`config.mk`:
```
export PLATFORM = sky130hd
export DESIGN_NAME = uart_rx_param
export DESIGN_NICKNAME = d
export VERILOG_FILES = /design/src/rtl/uart_pkg.sv /design/src/rtl/uart_rx_sampler.sv /design/src/rtl/uart_rx_param.sv
export SDC_FILE = /design/constraint.sdc
export NUM_CORES = 1
export LEC_CHECK = 0
export CAP_MARGIN = 10
export CORE_MARGIN = 3
export CORE_UTILIZATION = 45
export CTS_BUF_LIST = sky130_fd_sc_hd__clkbuf_2 sky130_fd_sc_hd__clkbuf_4 sky130_fd_sc_hd__clkbuf_8
export DETAILED_ROUTE_END_ITERATION = 16
export GPL_TIMING_DRIVEN = 0
export SKIP_LAST_GASP = 1
export SLEW_MARGIN = 15
export SYNTH_ARGS = -nofsm -noshare
export SYNTH_HDL_FRONTEND = slang
export SYNTH_SLANG_ARGS = --single-unit
```
`constraint.sdc`:
```
create_clock -name CLK -period 2.5 [get_ports CLK]
set_clock_uncertainty 0.1 [all_clocks]
set_input_delay 0.75 -clock CLK [delete_from_list [all_inputs] [get_ports CLK]]
set_output_delay 0.75 -clock CLK [all_outputs]
set_load 0.03 [all_outputs]
```
`src/rtl/uart_pkg.sv`:
```
// ============================================================================
// uart_pkg : shared state encoding, parity modes and helpers for uart_rx_param
// Rev 1.0
// ============================================================================
`default_nettype none

package uart_pkg;

    typedef enum logic [2:0] {
        S_WAIT_HIGH = 3'd0,
        S_IDLE      = 3'd1,
        S_START     = 3'd2,
        S_DATA      = 3'd3,
        S_PARITY    = 3'd4,
        S_STOP      = 3'd5
    } rx_state_t;

    localparam int PARITY_NONE = 0;
    localparam int PARITY_ODD  = 1;
    localparam int PARITY_EVEN = 2;

    function automatic logic f_majority3(input logic [2:0] h);
        return (h[0] & h[1]) | (h[0] & h[2]) | (h[1] & h[2]);
    endfunction

    // Data is zero-extended to 9 bits; extra zeros leave the XOR unchanged.
    function automatic logic f_parity_err(input logic [8:0] data, input logic pbit, input int mode);
        logic x;
        x = (^data) ^ pbit;
        if (mode == PARITY_ODD)  return ~x;
        if (mode == PARITY_EVEN) return x;
        return 1'b0;
    endfunction

endpackage

`default_nettype wire

```
`src/rtl/uart_rx_sampler.sv`:
```
// ============================================================================
// uart_rx_sampler : two-flop synchronizer, 3-sample history, majority vote
// and falling-edge detect for the serial line.  Rev 1.0
// ============================================================================
`default_nettype none

module uart_rx_sampler
    import uart_pkg::*;
(
    input  logic clk,
    input  logic rst_n,
    input  logic i_serial,
    output logic o_line,
    output logic o_fall,
    output logic o_vote
);

    logic       r_sync1;
    logic       r_sync2;
    logic [2:0] r_hist;

    // Idle-high reset values keep the line looking quiet after reset.
    always_ff @(posedge clk or negedge rst_n) begin
        if (!rst_n) begin
            r_sync1 <= 1'b1;
            r_sync2 <= 1'b1;
            r_hist  <= 3'b111;
        end else begin
            r_sync1 <= i_serial;
            r_sync2 <= r_sync1;
            r_hist  <= {r_hist[1:0], r_sync2};
        end
    end

    assign o_line = r_sync2;
    assign o_fall = r_hist[0] & ~r_sync2;
    assign o_vote = f_majority3(r_hist);

endmodule

`default_nettype wire

```
`src/rtl/uart_rx_param.sv`:
```
// ============================================================================
// uart_rx_param : parametrised UART receiver (5..9 data bits, parity, 1/2 stop)
// with error/break/overrun reporting and a valid/ready output register. Rev 1.0
// ============================================================================
`default_nettype none

module uart_rx_param
    import uart_pkg::*;
#(
    parameter int CLKS_PER_BIT = 217,
    parameter int DATA_BITS    = 8,
    parameter int PARITY_MODE  = 0,
    parameter int STOP_BITS    = 1
) (
    input  logic                 CLK,
    input  logic                 RST_N,
    input  logic                 Rx_Serial_in,
    input  logic                 Rx_Ready_in,
    output logic                 Rx_Valid_out,
    output logic [DATA_BITS-1:0] Rx_Data_out,
    output logic                 Parity_Err_out,
    output logic                 Frame_Err_out,
    output logic                 Break_out,
    output logic                 Overrun_out,
    output logic                 Busy_out
);

    localparam int             c_CW        = $clog2(CLKS_PER_BIT);
    localparam int             c_IW        = $clog2(DATA_BITS);
    localparam logic [c_CW-1:0] c_MID      = c_CW'((CLKS_PER_BIT - 1) / 2);
    localparam logic [c_CW-1:0] c_LAST     = c_CW'(CLKS_PER_BIT - 1);
    localparam logic [c_IW-1:0] c_IDX_LAST = c_IW'(DATA_BITS - 1);
    localparam logic           c_STOP_LAST = 1'(STOP_BITS - 1);

    logic w_line, w_fall, w_vote;

    uart_rx_sampler u_sampler (
        .clk      (CLK),
        .rst_n    (RST_N),
        .i_serial (Rx_Serial_in),
        .o_line   (w_line),
        .o_fall   (w_fall),
        .o_vote   (w_vote)
    );

    rx_state_t              r_state, w_next;
    logic [c_CW-1:0]        r_cnt;
    logic [c_IW-1:0]        r_idx;
    logic                   r_stop_idx;
    logic [DATA_BITS-1:0]   r_shift;
    logic                   r_pbit;
    logic                   r_ferr;
    logic                   r_done, r_done_perr, r_done_ferr;
    logic                   r_valid, r_perr_out, r_ferr_out, r_break, r_ovr, r_busy;
    logic [DATA_BITS-1:0]   r_data;

    logic w_cnt_clr, w_store_bit, w_store_par, w_stop_smpl, w_finish, w_brk;
    logic w_tick_bit, w_xfer;

    assign w_tick_bit = (r_cnt == c_LAST);

    always_comb begin
        w_next      = r_state;
        w_cnt_clr   = 1'b0;
        w_store_bit = 1'b0;
        w_store_par = 1'b0;
        w_stop_smpl = 1'b0;
        w_finish    = 1'b0;
        w_brk       = 1'b0;
        case (r_state)
            S_WAIT_HIGH: if (w_line) w_next = S_IDLE;
            S_IDLE: begin
                if (w_fall) begin
                    w_cnt_clr = 1'b1;
                    w_next    = S_START;
                end
            end
            S_START: begin
                if (r_cnt == c_MID) begin
                    w_cnt_clr = 1'b1;
                    w_next    = w_vote ? S_IDLE : S_DATA;
                end
            end
            S_DATA: begin
                if (w_tick_bit) begin
                    w_cnt_clr   = 1'b1;
                    w_store_bit = 1'b1;
                    if (r_idx == c_IDX_LAST)
                        w_next = (PARITY_MODE != PARITY_NONE) ? S_PARITY : S_STOP;
                end
            end
            S_PARITY: begin
                if (w_tick_bit) begin
                    w_cnt_clr   = 1'b1;
                    w_store_par = 1'b1;
                    w_next      = S_STOP;
                end
            end
            S_STOP: begin
                if (w_tick_bit) begin
                    w_cnt_clr   = 1'b1;
                    w_stop_smpl = 1'b1;
                    // Break: all-zero data, zero parity (if any), first stop zero.
                    if (!r_stop_idx && !w_vote && (r_shift == '0) &&
                        ((PARITY_MODE == PARITY_NONE) || !r_pbit)) begin
                        w_brk  = 1'b1;
                        w_next = S_WAIT_HIGH;
                    end else if (r_stop_idx == c_STOP_LAST) begin
                        w_finish = 1'b1;
                        w_next   = (r_ferr || !w_vote) ? S_WAIT_HIGH : S_IDLE;
                    end
                end
            end
            default: w_next = S_WAIT_HIGH;
        endcase
    end

    always_ff @(posedge CLK or negedge RST_N) begin
        if (!RST_N) begin
            r_state     <= S_WAIT_HIGH;
            r_cnt       <= '0;
            r_idx       <= '0;
            r_stop_idx  <= 1'b0;
            r_shift     <= '0;
            r_pbit      <= 1'b0;
            r_ferr      <= 1'b0;
            r_done      <= 1'b0;
            r_done_perr <= 1'b0;
            r_done_ferr <= 1'b0;
            r_break     <= 1'b0;
            r_busy      <= 1'b0;
        end else begin
            r_state <= w_next;
            r_busy  <= (w_next != S_IDLE);
            if (w_cnt_clr || r_state == S_IDLE || r_state == S_WAIT_HIGH)
                r_cnt <= '0;
            else
                r_cnt <= r_cnt + 1'b1;
            if (r_state == S_START) begin
                r_idx      <= '0;
                r_stop_idx <= 1'b0;
                r_ferr     <= 1'b0;
            end
            if (w_store_bit) begin
                r_shift[r_idx] <= w_vote;
                r_idx          <= r_idx + 1'b1;
            end
            if (w_store_par)
                r_pbit <= w_vote;
            if (w_stop_smpl) begin
                r_stop_idx <= r_stop_idx + 1'b1;
                if (!w_vote) r_ferr <= 1'b1;
            end
            r_done  <= w_finish;
            r_break <= w_brk;
            if (w_finish) begin
                r_done_ferr <= r_ferr | ~w_vote;
                r_done_perr <= f_parity_err(9'(r_shift), r_pbit, PARITY_MODE);
            end
        end
    end

    assign w_xfer = r_valid & Rx_Ready_in;

    always_ff @(posedge CLK or negedge RST_N) begin
        if (!RST_N) begin
            r_valid    <= 1'b0;
            r_data     <= '0;
            r_perr_out <= 1'b0;
            r_ferr_out <= 1'b0;
            r_ovr      <= 1'b0;
        end else begin
            r_ovr <= r_done & r_valid & ~Rx_Ready_in;
            if (r_done && (!r_valid || w_xfer)) begin
                r_valid    <= 1'b1;
                r_data     <= r_shift;
                r_perr_out <= r_done_perr;
                r_ferr_out <= r_done_ferr;
            end else if (w_xfer) begin
                r_valid <= 1'b0;
            end
        end
    end

    assign Rx_Valid_out   = r_valid;
    assign Rx_Data_out    = r_data;
    assign Parity_Err_out = r_perr_out;
    assign Frame_Err_out  = r_ferr_out;
    assign Break_out      = r_break;
    assign Overrun_out    = r_ovr;
    assign Busy_out       = r_busy;

endmodule

`default_nettype wire

```
Word level (Yosys, flattened, before mapping)
Index checks and enable logic that the tools add are counted.
{"block": "classes", "add_sub_neg": 3, "n_lt_le_gt_ge": 2, "n_eq_ne": 9, "muxes": 38, "bitwise_logic": 13, "n_reduce_logical": 17}
{"cell": "2-to-1 mux 3 bit", "n": 11}
{"cell": "2-to-1 mux 1 bit", "n": 21}
{"cell": "case mux 3 bit (6 select lines)", "n": 1}
{"cell": "equality test 3 bit (second input constant)", "n": 3}
{"cell": "adder 8 x 1 -> 8 bit (second input constant)", "n": 1}
{"cell": "bitwise mux 8 bit", "n": 1}
{"cell": "equality test 8 x 7 -> 1 bit (second input constant)", "n": 1}
{"cell": "equality test 8 bit (second input constant)", "n": 1}
{"cell": "zero test 8 bit", "n": 1}
{"cell": "2-to-1 mux 8 bit", "n": 1}
{"cell": "bitwise AND 1 bit", "n": 7}
{"cell": "equality test 3 x 2 -> 1 bit (second input constant)", "n": 2}
{"cell": "nonzero test 2 bit", "n": 3}
{"cell": "logical AND 1 bit", "n": 4}
{"cell": "logical OR 1 bit", "n": 4}
{"cell": "less-than comparator 3 x 4 -> 1 bit (second input constant)", "n": 1}
{"cell": "adder 3 x 1 -> 3 bit (second input constant)", "n": 1}
{"cell": "demux 1 bit (select 3 bit)", "n": 1}
{"cell": "equality test 3 x 1 -> 1 bit (second input constant)", "n": 1}
{"cell": "greater-or-equal comparator 3 x 1 -> 1 bit (second input constant)", "n": 1}
{"cell": "zero test 1 bit", "n": 3}
{"cell": "zero test 3 bit", "n": 1}
{"cell": "!= test 3 x 1 -> 1 bit (second input constant)", "n": 1}
{"cell": "inverter 1 bit", "n": 3}
{"cell": "other kinds (5)", "n": 7}
{"block": "totals", "register_bits": 44, "in_bits": 4, "out_inout_bits": 14, "elab_cells": 99}

Longest topological paths before layout
Gate-level depths: netlist (run 1).
{"block": "logic_depth", "word_depth": 11, "ltp_mapped": 8, "mapped_depth_nobuf": 6}

Hierarchy
A second synthesis (run 1) with hierarchy kept.
{"block": "unflattened", "hier_cells": 174, "hier_area_um2": 1975.6}
{"module": "uart_rx_param", "instances": 1, "cells_each": 167, "area_per_inst_um2": 1826.8, "seq_area_each_um2": 975.9}
{"module": "uart_rx_sampler", "instances": 1, "cells_each": 7, "area_per_inst_um2": 148.9, "seq_area_each_um2": 131.4}

Least setup slack after synthesis (run 1)
No wires, ideal clock.
{"block": "synth_path", "path_kind": "flip-flop to flip-flop", "startpoint": "reg r_cnt[0]", "endpoint": "reg r_shift[1]", "setup_time_ps": 125, "arrival_ps": 1759, "required_time_ps": 2275, "path_slack_ps": 517, "path_stages_with_launch": 8, "n_path_buf": 1, "period_less_slack_ps": 1983, "path_cell_list": "dfrtp_1 > inv_1 > ha_1 > and4_1 > buf_2 > nand4_2 > nor4b_1 > mux2_2"}
{"block": "synth_between", "elab_chain_len": 3}
{"element": "from (decl)", "line": "uart_rx_param.sv:47", "text": "logic [c_CW-1:0] r_cnt;"}
{"element": "from (signal assigned)", "line": "uart_rx_param.sv:138", "text": "r_cnt <= r_cnt + 1'b1;"}
{"element": "equality test 8 bit", "line": "uart_rx_param.sv:60", "text": "assign w_tick_bit = (r_cnt == c_LAST);"}
{"element": "2-to-1 mux 1 bit", "line": "uart_rx_param.sv:85", "text": "if (w_tick_bit) begin"}
{"element": "2-to-1 mux 1 bit", "line": "uart_rx_param.sv:70", "text": "case (r_state)"}
{"element": "to (signal, indexed assignment)", "line": "uart_rx_param.sv:145", "text": "r_shift[r_idx] <= w_vote;"}
{"element": "to (decl)", "line": "uart_rx_param.sv:50", "text": "logic [DATA_BITS-1:0] r_shift;"}
Every way passes these cells.
A chain may end at the register's enable or synchronous reset.

Final worst setup path (run 1)
Same ends and word-level chain as after synthesis.

==> flow_metrics.env, run 1 <==
export IMPL_status="complete, no violations"
export IMPL_cp_end_kind="flip-flop"
export IMPL_nets=210
export IMPL_ys_types=47
export IMPL_ioPinCount=18
export IMPL_setup_violations=0
export IMPL_crit_required_ns=2.59
export IMPL_yosys_warnings=0
export IMPL_p_leak_nw=1.11
export IMPL_ant_nets=0
export IMPL_tightest_slew_ns=0.669
export IMPL_drc_errors=0
export IMPL_power_switching_uw=449
export IMPL_power_density_nw_per_um2=656
export IMPL_crit_fanout=9
export IMPL_cts_resized=0
export IMPL_cts_setup_buffers=0
export IMPL_hold_class="reg2reg"
export IMPL_core_area_um2=4170
export IMPL_start_util_pct=48.3
export IMPL_die_w_um=73.0
export IMPL_firstDrtPassIters=4
export IMPL_cts_inserted_buffers=5
export IMPL_arrival_ns=2.27
export IMPL_final_cells=253
export IMPL_yosysSeqAreaShare_pct=54.9
export IMPL_antenna_found_initial=0
export IMPL_num_vias=1399
export IMPL_clock_latency_ns=0.29
export IMPL_cts_hold_buf=0
export IMPL_p_total_mw=1.54
export IMPL_hold_violations=0
export IMPL_root_buffer="clkbuf_8"
export IMPL_slew_headroom_pct=55.2
export IMPL_layout_drive_gt1_share_pct=20.2
export IMPL_worstSetupPathType="reg2reg"
export IMPL_dp_cells=245
export IMPL_ys_ff_latch=44
export IMPL_clk_transition_reported_paths_ns=0.08
export IMPL_power_internal_mw=1.09
export IMPL_post_place_ws_ns=0.220
export IMPL_numClockSinks=44
export IMPL_synthCells=178
export IMPL_mostFrequentLayoutCell="dfrtp_1"
export IMPL_port_buffers=16
export IMPL_p_comb_share_pct=19.6
export IMPL_wl_per_cell_um=14.2
export IMPL_grt_setup_unrepaired="no"
export IMPL_row_count=23
export IMPL_seq_power_share_pct=51.3
export IMPL_syn_to_final_growth_pct=16.7
export IMPL_crit_start="r_cnt[0]"
export IMPL_peakVddDrop_uv=384
export IMPL_initialDrtViolationCount=135
export IMPL_synth_edf_count=0
export IMPL_worstSetupStartpointType="flip-flop"
export IMPL_clkPwrFrac_pct=29.2
export IMPL_cts_tree="yes"
export IMPL_wl_um=3590
export IMPL_post_route_util_pct=56.4
export IMPL_min_period_over_period_pct=87.2
export IMPL_grt_max_degree=24
export IMPL_place_hpwl_um=2630
export IMPL_swShare_pct=29.1
export IMPL_maxSlewViolCount=0
export IMPL_mostFrequentLayoutCells="dfrtp_1 (39), nor2_1 (16), mux2_2 (16)"
export IMPL_syn_nets=186
export IMPL_grt_ovfl_total=0
export IMPL_dieArea_um2=5320
export IMPL_period_needed_ns=2.18
export IMPL_syn_area_um2=2020
export IMPL_min_from="u_sampler.r_sync1"
export IMPL_cts_buffer_depth=2
export IMPL_synth_top_flop_cell="dfrtp_1"
export IMPL_r2r_start="r_cnt[0]"
export IMPL_async_flop_share_pct=100
export IMPL_grt_pass1_wl_um=6400
export IMPL_fillers=348
export IMPL_fmax_ghz=0.459
export IMPL_grt_pass1_vias=1363
export IMPL_synth_area_per_cell_um2=11.3
export IMPL_routabilityCongestion=0.837
export IMPL_layout_setup_ws_ns=0.320
export IMPL_vias_per_cell=5.53
export IMPL_diodes=0
export IMPL_setup_tns_ns=0
export IMPL_htreeDepth=2
export IMPL_grt_usage_pct=15.7
export IMPL_drv_cap=0
export IMPL_die_h_um=73.0
synth_stat cells, types with 4 or more instances:
library cell | number | area, um^2
dfrtp_1 | 39 | 976
nor2_1 | 16 | 60.1
nor4_1 | 5 | 31.3
nand3_1 | 9 | 45.0
nand4_1 | 5 | 31.3
nand2b_1 | 4 | 25.0
nand2_1 | 12 | 45.0
ha_1 | 4 | 50.1
inv_1 | 8 | 30.0
dfstp_2 | 5 | 131
clkbuf_1 | 5 | 18.8
mux2_2 | 16 | 180
final cells by class:
cell class	instances	area, um^2	share of cell area [%]
clock buffers	6	82.6	3.51
repair buffers	17	183	7.76
clock inverters	2	10.0	0.425
multi-input cells	116	835	35.4
well taps	50	62.6	2.66
inverters	8	30.0	1.28
plain buffers	10	45.0	1.91
flip-flops and latches	44	1110	47.0
path summary, 6_finish.rpt:
| kind | endpoint | slack, ns | cells past startpoint |
|---|---|---|---|
| max reg2reg | r_shift[1] | 0.32 | 7 |
| min | u_sampler.o_line | 0.26 | 0 |
| min in group asynchronous | Rx_Data_out[4] | 0.34 | 1 |
| min reg2reg | u_sampler.o_line | 0.26 | 0 |
| max in group asynchronous | r_idx[1] | 1.47 | 2 |
| max | r_shift[1] | 0.32 | 7 |
sequential cells by signal, summed over array words and instances, names as in the netlist:
register and cells:
Busy_out 1, r_cnt 8, Rx_Data_out 8, Overrun_out 1, u_sampler.o_line 1, r_done_ferr 1, r_done 1, r_stop_idx 1
r_idx 3, u_sampler.r_sync1 1, r_ferr 1, Frame_Err_out 1, Rx_Valid_out 1, Break_out 1, u_sampler.r_hist 3, r_shift 8
r_state 3
critical path, cell delays in order (launching register included):
cell	delay, ns
dfrtp_1	0.41
inv_1	0.08
ha_1	0.19
and4_1	0.20
buf_2	0.15
nand4_2	0.22
nor4b_1	0.37
mux2_2	0.37
logic make-up (layout without fill, tap and decap cells):
kind of cell               after synthesis  count (layout)  share of synthesized area [%]
buffers and inverters                   18              43                           3.72
DFF                                     44              44                           54.9
adders and majority gates                5               5                           2.98
muxes                                   17              17                           9.49
and+or+nand+nor                         71              71                           20.1
other                                    1               1                          0.186
AOI/OAI and AO/OA                       16              16                           6.02
xor gates and xnor gates                 6               6                           2.61
power by group through the flow:
stage,sequential [mW],clock (mW),combinational (mW)
6_report,0.791,0.451,0.302
3_3_place_gp,0.804,0,0.286
5_1_grt,0.798,0.505,0.333
3_5_place_dp,0.806,0,0.301
2_1_floorplan,0.814,0,0.196
4_1_cts,0.792,0.470,0.302
layer usage:
metal	part of all wire [%]	track usage, %	wire length [um]
met1	47	20.5	1700
met2	47	24.7	1690
met3	4.1	4.27	148
met4	1.2	6.15	44
met5	0	0	0
per-stage QoR:
stage          area, um^2  hold WS [ns]
6_report             2350         0.259
5_1_grt              2350         0.271
4_1_cts              2350         0.260
3_5_place_dp         2260         0.249
3_3_place_gp         2240         0.245
2_1_floorplan        2020         0.245
Note: power is estimated with default switching activity, not from simulation.
==> run 2: changes to the inputs <==
--- a/config.mk
+++ b/config.mk
@@ -11,6 +11,7 @@
 export CTS_BUF_LIST = sky130_fd_sc_hd__clkbuf_2 sky130_fd_sc_hd__clkbuf_4 sky130_fd_sc_hd__clkbuf_8
 export DETAILED_ROUTE_END_ITERATION = 16
 export GPL_TIMING_DRIVEN = 0
+export SETUP_SLACK_MARGIN = 0.4
 export SKIP_LAST_GASP = 1
 export SLEW_MARGIN = 15
 export SYNTH_ARGS = -nofsm -noshare
==> run 2 against run 1 <==
Clock power is 0.9% higher. Wire length grew 5.2%. Sequential share of layout area shrank 1.8 points. Sequential power is essentially flat. Final cell count grew 2.0%. Largest power group unchanged.
==> flow_metrics.env, run 2 (synthesis gave the netlist of run 1 again) <==
export IMPL_wl_per_cell_um=14.6
export IMPL_fmax_ghz=0.483
export IMPL_placed_cell_area_um2=2260
export IMPL_row_count=23
export IMPL_crit_fanout=5
export IMPL_nets=215
export IMPL_dieArea_um2=5320
export IMPL_min_period_over_period_pct=82.8
export IMPL_tightest_slew_ns=0.555
export IMPL_place_hpwl_um=2630
export IMPL_die_h_um=73.0
export IMPL_clock_latency_ns=0.29
export IMPL_hold_class="reg2reg"
export IMPL_crit_buf_inv=0
export IMPL_power_density_nw_per_um2=652
export IMPL_grt_pass1_vias=1380
export IMPL_stdcell_area_um2=2450
export IMPL_ant_nets=0
export IMPL_period_needed_ns=2.07
export IMPL_wl_um=3780
export IMPL_slowest_stage="or4_4"
export IMPL_root_buffer="clkbuf_8"
export IMPL_grt_max_degree=24
export IMPL_crit_required_ns=2.58
export IMPL_critPathTopFamily="simple AND/OR/NAND/NOR gates"
export IMPL_antenna_found_initial=0
export IMPL_grt_usage_pct=16.0
export IMPL_slowest_delay_ns=0.50
export IMPL_cts_buffer_depth=2
export IMPL_crit_chain="or3b_4, or4_4, o221a_1, or2_1"
export IMPL_mostFrequentLayoutCell="dfrtp_1"
export IMPL_start_util_pct=48.3
export IMPL_firstDrtPassIters=4
export IMPL_die_w_um=73.0
export IMPL_grt_setup_unrepaired="no"
export IMPL_grt_ovfl_total=0
export IMPL_peakVddDrop_uv=392
export IMPL_cts_hold_buf=0
export IMPL_worstSetupStartpointType="flip-flop"
export IMPL_layout_drive_gt1_share_pct=26.9
export IMPL_p_leak_nw=1.19
export IMPL_arrival_ns=2.15
export IMPL_port_buffers=16
export IMPL_drv_cap=0
export IMPL_htreeDepth=2
export IMPL_grt_pass1_wl_um=6500
export IMPL_initialDrtViolationCount=89
export IMPL_routabilityCongestion=0.837
export IMPL_core_area_um2=4170
export IMPL_syn_to_final_growth_pct=21.7
export IMPL_setup_violations=0
export IMPL_numClockSinks=44
export IMPL_maxSlewViolCount=0
export IMPL_cp_end_kind="flip-flop"
export IMPL_clk_transition_reported_paths_ns=0.08
export IMPL_drc_errors=0
export IMPL_ioPinCount=18
export IMPL_mostFrequentLayoutCells="dfrtp_1 (37), nor2_1 (16), mux2_2 (15)"
export IMPL_hold_violations=0
export IMPL_worstSetupPathType="reg2reg"
export IMPL_status="complete, no violations"
export IMPL_cts_inserted_buffers=5
export IMPL_diodes=0
export IMPL_slew_headroom_pct=63.0
export IMPL_vias_per_cell=5.55
export IMPL_num_vias=1431
export IMPL_setup_tns_ns=0
export IMPL_cts_tree="yes"
## run 2: cell count changes in the layout (fill, tap and decap cells not counted), sizes merged
| cell | previous run | this run |
|---|---|---|
| buf | 7 | 12 |
| clkdlybuf4s50 | 15 | 2 |
| dlygate4sd2 | 0 | 13 |
## run 2: cell type report
type / instances / area (um^2)
fill: 349 / 1720
tap: 50 / 62.6
buffer: 10 / 52.6
clock buffer: 6 / 82.6
timing repair buffer: 22 / 204
sequential: 44 / 1110
inverter: 8 / 30.0
clock inverter: 2 / 10.0
multi-input combinational: 116 / 903
## run 2: final timing paths
kind,start,end,slack (ns),cells past startpoint
hold / removal,u_sampler.r_sync1,u_sampler.o_line,0.26,0
max in group asynchronous,RST_N,r_idx[1],1.48,2
hold reg to reg,u_sampler.r_sync1,u_sampler.o_line,0.26,0
min in group asynchronous,RST_N,r_state[1],0.34,1
setup / recovery,r_cnt[2],r_state[0],0.43,4
setup reg to reg,r_cnt[2],r_state[0],0.43,4
## run 2: worst reg2reg max path: stages, from the launching register on
cell and delay, ns:
dfrtp_2 0.45, or3b_4 0.43, or4_4 0.51, o221a_1 0.26, or2_1 0.21
## run 2: power breakdown
| group | switching (mW) | internal (mW) |
|---|---|---|
| sequential | 0.0307 | 0.761 |
| combinational | 0.209 | 0.144 |
| clock | 0.235 | 0.221 |
## run 2: metrics by stage
stage / instances / hold WS (ns) / utilization, % / power, mW / setup WS [ns]
CTS: 253 / 0.260 / 56.6 / 1.56 / 0.403
global route: 258 / 0.271 / 58.8 / 1.69 / 0.400
detailed placement: 245 / 0.249 / 54.2 / 1.11 / 0.220
finish: 258 / 0.259 / 58.8 / 1.60 / 0.431
global placement: 244 / 0.245 / 53.7 / 1.09 / -0.469
floorplan: 178 / 0.245 / - / 1.01 / 0.517
## run 2: layer usage
metal,global-route usage (%),routed length [um],share of wire [%],vias to the layer above
met3,4.27,159,4.2,8
met1,20.6,1720,46,707
li1,-,-,-,686
met2,25.7,1830,48,30
met4,6.15,66,1.7,0
met5,0,0,0,-
## run 2: repair_timing
item,4_1_cts,5_1_grt
resized for setup,16,15
cloned,0,0
endpoints found under the setup margin,17,18
buffers inserted,0,5
pin swaps,0,4
hold endpoints to repair,0,0
==> run 3: changes to the inputs <==
==> constraint.sdc (replaced) <==
create_clock -name CLK -period 2.15 [get_ports CLK]
set_clock_uncertainty 0.1 [all_clocks]
set_input_delay 0.645 -clock CLK [delete_from_list [all_inputs] [get_ports CLK]]
set_output_delay 0.645 -clock CLK [all_outputs]
set_load 0.03 [all_outputs]
==> run 3 against run 2 <==
Via count is 3.6% higher. Final cell count rose by 3.1%. First-iteration DRC count is 15% higher. Core utilization increased by 3.8 points. Register-to-register slack lost 0.27 ns. Final area increased by 6.4%. Critical path depth stayed put. Worst hold slack got worse by 0.072 ns. Global-route usage rose by 1.5 points. Combinational power grew 33%.
==> flow_metrics.env, run 3 (synthesis gave the netlist of run 1 again) <==
export IMPL_power_density_nw_per_um2=721
export IMPL_wl_per_cell_um=15.9
export IMPL_ioPinCount=18
export IMPL_critPathTopFamily="simple AND/OR/NAND/NOR gates"
export IMPL_rrSetupSlack_ns=0.16
export IMPL_r2r_end="r_state[0]"
export IMPL_status="complete, no violations"
export IMPL_diodes=0
export IMPL_crit_fanout=4
export IMPL_post_route_util_pct=62.6
export IMPL_setup_violations=0
export IMPL_cts_buffer_depth=2
export IMPL_crit_buf_inv=0
export IMPL_grt_pass1_wl_um=7110
export IMPL_vias_per_cell=5.57
export IMPL_layout_drive_gt1_share_pct=41.7
export IMPL_routabilityCongestion=0.828
export IMPL_slew_headroom_pct=56.1
export IMPL_cts_hold_buf=0
export IMPL_clock_latency_ns=0.30
export IMPL_place_hpwl_um=2790
export IMPL_root_buffer="clkbuf_8"
export IMPL_row_count=23
export IMPL_hold_violations=0
export IMPL_ant_nets=0
export IMPL_drc_errors=0
export IMPL_grt_usage_pct=17.5
export IMPL_grt_pass1_vias=1470
export IMPL_tightest_slew_ns=0.658
export IMPL_port_buffers=16
export IMPL_r2r_start="r_cnt[2]"
export IMPL_min_period_over_period_pct=92.4
export IMPL_cts_inserted_buffers=5
export IMPL_slowest_delay_ns=0.44
export IMPL_clk_transition_reported_paths_ns=0.08
export IMPL_syn_to_final_growth_pct=29.5
export IMPL_hold_class="in2async"
export IMPL_fmax_ghz=0.503
export IMPL_cp_end_kind="flip-flop"
export IMPL_cts_tree="yes"
export IMPL_drv_cap=0
export IMPL_num_vias=1482
export IMPL_firstDrtPassIters=4
export IMPL_crit_chain="or3b_4, or4_4, o221a_1, or2_1"
export IMPL_mostFrequentLayoutCells="dfrtp_1 (37), mux2_2 (12), nor2_1 (11), buf_4 (11)"
export IMPL_period_needed_ns=1.99
export IMPL_nets=224
export IMPL_crit_cells=4
export IMPL_maxSlewViolCount=0
export IMPL_initialDrtViolationCount=102
export IMPL_p_leak_nw=1.18
export IMPL_grt_ovfl_total=0
export IMPL_htreeDepth=2
export IMPL_antenna_found_initial=0
export IMPL_grt_max_degree=27
export IMPL_wl_um=4220
export IMPL_worstSetupStartpointType="flip-flop"
export IMPL_dieArea_um2=5320
export IMPL_numClockSinks=44
export IMPL_start_util_pct=48.3
export IMPL_core_area_um2=4170
export IMPL_worstSetupPathType="reg2reg"
export IMPL_crit_required_ns=2.23
export IMPL_whs_ns=0.187
export IMPL_die_w_um=73.0
export IMPL_grt_setup_unrepaired="yes"
export IMPL_mostFrequentLayoutCell="dfrtp_1"
export IMPL_die_h_um=73.0
export IMPL_reg2reg_depth=4
export IMPL_arrival_ns=2.07
export IMPL_slowest_stage="dfrtp_2"
export IMPL_peakVddDrop_uv=403
[run 3: cell types whose count changed in the layout (fill, tap and decap cells not counted), moves of 3 or more]
cell | previous run | this run
buf_4 | 6 | 11
buf_6 | 1 | 6
clkbuf_2 | 1 | 5
clkdlybuf4s15_2 | 0 | 10
dlygate4sd2_1 | 13 | 0
mux2_2 | 15 | 12
mux2_4 | 1 | 5
nor2_1 | 16 | 11
nor2_2 | 0 | 5
[run 3: worst max-delay path by stage]
stage | from | end | slack (ns)
6_report | r_cnt[2] | r_state[0] | 0.16
5_1_grt | r_cnt[0] | r_shift[1] | 0.09
4_1_cts | r_cnt[0] | r_shift[4] | 0.19
3_5_place_dp | Rx_Ready_in | Rx_Data_out[2] | -0.03
3_3_place_gp | RST_N | Rx_Data_out[1] | -0.73
2_1_floorplan | r_cnt[5] | r_state[0] | 0.26
[run 3: cell type report]
class | count | area (um^2)
inverters | 8 | 30.0
clock buffers | 5 | 68.8
fillers | 323 | 1560
clock inverters | 2 | 12.5
well taps | 50 | 62.6
flip-flops and latches | 44 | 1110
multi-input cells | 116 | 976
repair buffers | 31 | 293
plain buffers | 10 | 60.1
[run 3: through the flow]
stage / worst slack, ns / std cells / power, mW / TNS, ns / area [um^2]
after floorplan: 0.259 / 178 / 1.18 / 0 / 2060
after global placement: -0.732 / 244 / 1.27 / -30.03 / 2280
after detailed placement: -0.0324 / 245 / 1.30 / -0.192 / 2300
after CTS: 0.193 / 264 / 1.85 / 0 / 2540
after global routing: 0.0871 / 266 / 2.00 / 0 / 2610
final: 0.163 / 266 / 1.88 / 0 / 2610
[run 3: report_power, final]
group          leakage, nW  internal, mW  switching, mW
clock               0.0400         0.220          0.275
combinational        0.556         0.194          0.277
sequential           0.584         0.885         0.0330
total                 1.18          1.30          0.584
[run 3: timing repair]
item / CTS / global route
setup buffers: 12 / 2
setup endpoints to repair: 43 / 33
pin swaps: 10 / 5
hold endpoints to repair: 0 / 0
gates resized for setup: 52 / 25
[run 3: routing by layer]
metal	share of wire (%)	GRT usage, %	up-vias	routed length, um
li1	-	-	701	-
met1	45	23.0	742	1890
met2	50	28.3	33	2090
met3	4.1	4.68	6	175
met4	1.5	5.53	0	63
met5	0	0	-	0
